==> src/rtl/display_scheduler.sv <==
// display_scheduler: double-dabble binary-to-BCD conversion of a 0-99 credit value
// driving two seven-segment digit codes, with leading-zero blanking and blink.
module display_scheduler #(
    parameter int BLINK_HALF_PERIOD = 12500000,
    parameter bit LEADING_ZERO_BLANK = 1
) (
    input  logic       i_Clk,
    input  logic       i_Rst_L,
    input  logic [7:0] i_Value,
    input  logic       i_Value_DV,
    output logic       o_Ready,
    input  logic       i_Blink,
    output logic [3:0] o_Tens_Num,
    output logic [3:0] o_Ones_Num,
    output logic       o_Tens_En,
    output logic       o_Ones_En,
    output logic       o_Done
);
    localparam int CW = $clog2(BLINK_HALF_PERIOD);

    typedef enum logic [1:0] {IDLE, CONVERT, LOAD} state_t;

    state_t        state;
    logic [7:0]    sh;
    logic [9:0]    bcd;
    logic [7:0]    adj;
    logic [2:0]    iter;
    logic          tens_blank;
    logic [CW-1:0] blink_cnt;
    logic          phase;

    // hundreds never reaches 5 for an 8-bit input, so only tens/ones need adjusting
    for (genvar n = 0; n < 2; n++) begin : g_adj
        assign adj[4*n +: 4] = bcd[4*n +: 4] >= 4'd5 ? bcd[4*n +: 4] + 4'd3 : bcd[4*n +: 4];
    end

    always_ff @(posedge i_Clk or negedge i_Rst_L) begin
        if (!i_Rst_L) begin
            state      <= IDLE;
            o_Ready    <= 1'b1;
            o_Done     <= 1'b0;
            o_Tens_Num <= 4'd0;
            o_Ones_Num <= 4'd0;
            tens_blank <= LEADING_ZERO_BLANK;
            sh         <= 8'd0;
            bcd        <= 10'd0;
            iter       <= 3'd0;
        end else begin
            o_Done <= 1'b0;
            case (state)
                IDLE: if (i_Value_DV) begin
                    sh      <= i_Value;
                    bcd     <= 10'd0;
                    iter    <= 3'd0;
                    o_Ready <= 1'b0;
                    state   <= CONVERT;
                end
                CONVERT: begin
                    bcd   <= {bcd[8], adj, sh[7]};
                    sh    <= {sh[6:0], 1'b0};
                    iter  <= iter + 3'd1;
                    state <= iter == 3'd7 ? LOAD : CONVERT;
                end
                LOAD: begin
                    // a nonzero hundreds digit means the value exceeded 99
                    o_Tens_Num <= |bcd[9:8] ? 4'hE : bcd[7:4];
                    o_Ones_Num <= |bcd[9:8] ? 4'hE : bcd[3:0];
                    tens_blank <= LEADING_ZERO_BLANK && !(|bcd[9:8]) && bcd[7:4] == 4'd0;
                    o_Done     <= 1'b1;
                    o_Ready    <= 1'b1;
                    state      <= IDLE;
                end
                default: state <= IDLE;
            endcase
        end
    end

    always_ff @(posedge i_Clk or negedge i_Rst_L) begin
        if (!i_Rst_L) begin
            blink_cnt <= '0;
            phase     <= 1'b0;
        end else if (!i_Blink) begin
            blink_cnt <= '0;
            phase     <= 1'b0;
        end else if (blink_cnt == CW'(BLINK_HALF_PERIOD - 1)) begin
            blink_cnt <= '0;
            phase     <= ~phase;
        end else begin
            blink_cnt <= blink_cnt + 1'b1;
        end
    end

    assign o_Ones_En = ~phase;
    assign o_Tens_En = ~phase & ~tens_blank;
endmodule

==> config.mk <==
export PLATFORM = sky130hd
export DESIGN_NAME = display_scheduler
export DESIGN_NICKNAME = d
export VERILOG_FILES = /design/src/rtl/display_scheduler.sv
export SDC_FILE = /design/constraint.sdc
export NUM_CORES = 1
export LEC_CHECK = 0
export CAP_MARGIN = 20
export CELL_PAD_IN_SITES_DETAIL_PLACEMENT = 1
export CELL_PAD_IN_SITES_GLOBAL_PLACEMENT = 1
export CORE_UTILIZATION = 45
export CTS_CLUSTER_DIAMETER = 40
export DETAILED_ROUTE_END_ITERATION = 6
export PLACE_DENSITY = 0.77
export SYNTH_ARGS = -nofsm -noshare
export SYNTH_HDL_FRONTEND = slang
export SYNTH_SLANG_ARGS = --single-unit
==> constraint.sdc <==
create_clock -name i_Clk -period 2.2 [get_ports i_Clk]
set_input_delay 0.66 -clock i_Clk [delete_from_list [all_inputs] [get_ports i_Clk]]
set_output_delay 0.66 -clock i_Clk [all_outputs]
set_load 0.005 [all_outputs]
# Word level (Yosys, flattened, before mapping)
# Cells that the tools add are included.
totals:
  wordCells: 55
  ff_bits: 59
  inputBits: 12
  output_inout_bits: 12
classes:
  n_addsub: 4
  mux: 20
  magnitude_cmp: 2
  eq_ne: 6
  reduce_logical: 9
  bitwise_logic: 3
ops:
  columns: ["operator", "count"]
  rows:
  - ["$mux 24", 2]
  - ["$add 24x1->24 const B", 1]
  - ["$eq 24x24->1 const B", 1]
  - ["$pmux 10 s2", 1]
  - ["$mux 4", 4]
  - ["$pmux 8 s2", 1]
  - ["$mux 10", 1]
  - ["$add 4x2->4 const B", 2]
  - ["$ge 4x3->1 const B", 2]
  - ["$mux 8", 1]
  - ["$pmux 3 s2", 1]
  - ["$logic_not 4->1", 1]
  - ["$mux 1", 4]
  - ["$mux 2", 2]
  - ["$pmux 2 s2", 1]
  - ["$reduce_and 2->1", 2]
  - ["$reduce_bool 2->1", 2]
  - ["$add 3x1->3 const B", 1]
  - ["$eq 3x3->1 const B", 1]
  - ["$mux 3", 1]
  - ["$eq 2x1->1 const B", 1]
  - ["$eq 2x2->1 const B", 1]
  - ["$logic_not 2->1", 1]
  - ["$ne 2x1->1 const B", 1]
  - ["other kinds (7)", 8]

# Logic depth before layout (Yosys ltp)
# Gate-level depths: netlist (run 1).
logic_depth:
  ltp_word: 3
  depth_mapped: 7
  ltp_nobuf: 6

# Least setup slack after synthesis (run 1)
# No wires, ideal clock.
synth_timing:
  path_type: "reg-to-reg"
  from: "register blink_cnt[0]"
  to: "register blink_cnt[2]"
  path_buffers: 2
  stages_incl_launch_ff: 8
  t_required_ps: 2078
  setup_slack_ps: 630
  synth_period_minus_slack_ps: 1570
  setup_ps: 122
  arrival_ps: 1448
  path_cell_list: "dfrtp_1 ha_1 and4_1 buf_2 nand3_1 o21ai_2 buf_2 nor2_1"
synth_between:
  elab_chain_cells: 3
  word_cells_on_any_way: 4
  cone_classes: "add/sub (1); eq/ne (1); mux (2)"
synth_lines:
  columns: ["element", "line_no", "source"]
  rows:
  - ["start, declared", "29", "logic [CW-1:0] blink_cnt;"]
  - ["start signal, assigned", "89", "blink_cnt <= blink_cnt + 1'b1;"]
  - ["$add 24x1->24 or $eq 24x24->1 (tied branches)", "89, 85", null]
  - ["$mux 24 *", "85", "end else if (blink_cnt == CW'(BLINK_HALF_PERIOD - 1)) begin"]
  - ["$mux 24 *", "82", "end else if (!i_Blink) begin"]
# Mark *: on every way between the ends. The rest lies on a longest branch, timed or not.
# A chain may end at the register's enable or synchronous reset.

# Worst setup path in the final report (run 1)
layout_timing:
  from: "register phase"
  to: "output o_Tens_En"
layout_between:
  elab_chain_cells: 2
layout_lines:
  columns: ["element", "line_no", "source"]
  rows:
  - ["start, declared", "30", "logic phase;"]
  - ["start signal, assigned", "87", "phase <= ~phase;"]
  - ["$not 1->1", "94", "assign o_Tens_En = ~phase & ~tens_blank;"]
  - ["$and 1x1->1", "94", null]
  - ["end, declared", "15", "output logic o_Tens_En,"]
# Every way passes these cells.

==> metrics.md, run 1 <==
| Metric | Value |
|---|---|
| Post-Syn Area per Cell | around 10 µm² |
| Most common cell after layout, fill and taps aside | dfrtp_1 |
| Most frequent cells in the layout | dfrtp_1 (57), o21ai_0 (28), nand2_1 (28) |
| Total GRT Usage | 0.221 |
| Placed cells | ~370 |
| CTS Sinks | between 50 and 60 |
| Pin count of the biggest net entering global routing | 60 |
| Postcts setup bufs | 0 |
| Pint | between 2 and 3 mW |
| Final #Nets | 325 |
| Area contributors post-synth | dfrtp_1 (51%), o21ai_0 (5.0%), nand2_1 (3.7%), ha_1 (3.5%), mux2i_1 (3.2%) |
| First-pass GRT wire length | roughly 11 mm |
| Core box area | about 6000 µm² |
| Initial core utilization | 0.471 |
| Core Rows | 28 |
| WL/cell | ~16 µm |
| Initial antenna violation count | 0 |
| GRT overflow | 0 |
| Worst-path fanout max | 4 |
| Num CTS Buffers | 9 |
| Starting DRT DRC Count | 63 |
| Crit path from | phase |
| Final TNS setup | 0 ns |
| Fin crit period | 2.02 ns |
| # port buffers | 23 |
| Critical path arrival | between 1 and 1.5 ns |
| Net Sw Power | 1.16 mW |
| Syn. warnings | 0 |
| Final HPWL DP | around 4.2 mm |
| Switching Share | 0.309 |
| Part of the power in the clock network | 0.302 |
| Vias in the first global route | around 2200 |
| Layout cells sized above 1 | 0.0935 |
| Post-synthesis cell type count | 39 |
| Post-route DRC | 0 |
| Max cap viols | 0 |
| Logic pwr share | 0.282 |
| RSZ-0062 raised after global routing | no |
| Post-synthesis sequential area ratio | 0.524 |
| Syn Std Cell Area | between 2000 and 3000 µm² |
| Hold buffers post-CTS | 0 |
| Post-DRT Antenna Nets | 0 |
| N_diodes | 0 |
| Main synth FF type | dfrtp_1 |
| H-Tree Level Count | 3 |
| Clock latency on the worst-skew pair | between 0.3 and 0.4 ns |
| Worst hold path type | primary input to async pin |
| Routed WL | around 6.3 mm |
| Yosys reg bits | slightly below 60 |
| Ys async rst share | 1.00 |
| Vias | 2170 |
| Die ar. | 6590 µm² |
| Hold Fails Final Rpt | 0 |
| Clk buf depth | 2 |
| Filler instances | 674 |
| Area share of the largest cell type after synthesis | 0.505 |
| Slew at the pin with the worst max-slew slack | a little under 0.6 ns |
| Syn Nets | approximately 300 |
| DR pass1 iterations | 4 |
| CTS tree | yes |
| Die height | 81.2 µm |
| Gp weighted congestion | approximately 0.8 |
| Via density | 5.64 |
| Pwr/cell area | 1120 nW/µm² |
| Placed standard-cell area | 3140 µm² |
| Post-CTS resize count | 0 |
| Fmax | between 400 and 500 MHz |
| Syn Inst Count | around 280 |
| Total power | about 3.8 mW |
| Slew headroom | 0.602 |
| Core Util, Final | 0.562 |
| Tcrit/Tclk final | 0.920 |
| Fin. max-slew vios | 0 |
| Final std cells w/o fill | just under 400 |
| Worst flop-to-flop path startpoint | blink_cnt[0] |
| Final setup viols | 0 |
| Crit end category | output port |
| P&R area growth vs syn | 19.4% |
| Synth area leader | dfrtp_1 |
| Post-synth EDFFs | 0 |
| Final instance area | 3370 µm² |
| Ports | 24 |
| Highest ir drop seen on vdd | about 0.66 mV |
| Crit path launch type | flip-flop |
| Clock Skew | ~0.0068 ns |
| Worst Path Required | around 1.5 ns |
| Setup CP Type | flip-flop to output port |
| Outcome | finished, final reports clean |
| Clock transition at path regs | about 0.07 ns |
| Reg power frac | 0.416 |
| CTS root buffer | clkbuf_8 |
| Leak | roughly 1.5 nW |
| Chip Width | slightly above 80 µm |
[synthesized netlist by cell type, types with 2 or more instances]
cell type and instances:
dfrtp_1 57, nand2_1 28, o21ai_0 28, nor2_1 18, a21oi_1 17, xor2_1 10, inv_1 9, mux2i_1 9
ha_1 8, nand3_1 8, a22o_1 7, nand4_1 7, or3_1 7, and2_1 5, and4_1 5, clkbuf_1 5
o31ai_1 5, buf_2 4, nand2b_1 4, nor3_1 4, or4_1 4, xnor2_1 4, nor3b_1 3, o22a_1 3
and3_1 2, dfstp_2 2
[metal layers]
metal  track usage  wire (µm)  vias up
li1              -          -     1038
met1         0.266       2800     1104
met2         0.385       3300       16
met3        0.0449        107       12
met4        0.0911        101        0
met5             0          0        -
[sequential cells by signal, summed over array words and instances, names as in the netlist]
name        flops
blink_cnt      24
state           2
o_Done          1
o_Ready         1
phase           1
o_Tens_Num      4
sh              8
iter            3
tens_blank      1
o_Ones_Num      4
bcd            10
[worst max-delay path, cell delays in order, from the launching register on]
cell and delay [ns]:
dfrtp_1 0.41, nor2_1 0.11, clkdlybuf4s50_1 0.51
[area by class of cell]
cell class | count | area [µm²] | share of cell area
Inverter | 9 | 33.8 | 0.0100
Clock inverter | 4 | 72.6 | 0.0215
Tap cell | 75 | 93.8 | 0.0278
Multi-Input combinational cell | 197 | 1250 | 0.372
Timing Repair Buffer | 29 | 283 | 0.0839
Clock buffer | 12 | 155 | 0.0460
Sequential cell | 59 | 1480 | 0.439
[path summary, 6_finish.rpt]
check / endpoint / cells after the start / slack (ns)
worst max register to register: blink_cnt[5] / 6 / 0.38
min in group i_Clk: o_Tens_Num[0] / 2 / 0.48
worst min register to register: o_Tens_Num[0] / 2 / 0.48
worst min-delay path: blink_cnt[5] / 2 / 0.31
worst max-delay path: o_Tens_En / 2 / 0.18
max in group asynchronous: o_Ready / 2 / 1.57
[kinds of logic after synthesis]
logic type	count (synthesis)	share of synthesized area
AND/OR/NAND/NOR	102	0.197
AO/OA/AOI/OAI	64	0.136
flip-flops	59	0.524
buffers and inverters	20	0.0324
XOR/XNOR	14	0.0434
multiplexers	9	0.0319
adder cells (fa/ha/maj)	8	0.0355
[power groups by stage]
| stage | registers [mW] | logic, mW | clock network (mW) |
|---|---|---|---|
| finish | 1.57 | 1.06 | 1.14 |
| global route | 1.61 | 1.20 | 1.20 |
| CTS | 1.57 | 1.08 | 1.15 |
| detailed placement | 1.59 | 1.08 | 0 |
| global placement | 1.58 | 1.02 | 0 |
| floorplan | 1.53 | 0.691 | 0 |
[per-stage QoR]
stage	hold slack [ns]	setup slack, ns
after floorplan	0.364	0.630
after global placement	0.465	0.392
final	0.310	0.176
after detailed placement	0.474	0.358
after global routing	0.325	0.123
after CTS	0.324	0.154
No activity file was read; power rests on OpenSTA's default activity.
==> run 2: changes to the inputs <==
Settings changed: TNS_END_PERCENT set to 50.
==> results of run 2 <==
Same layout as run 1: the final DEF is identical, and so are final timing and power.
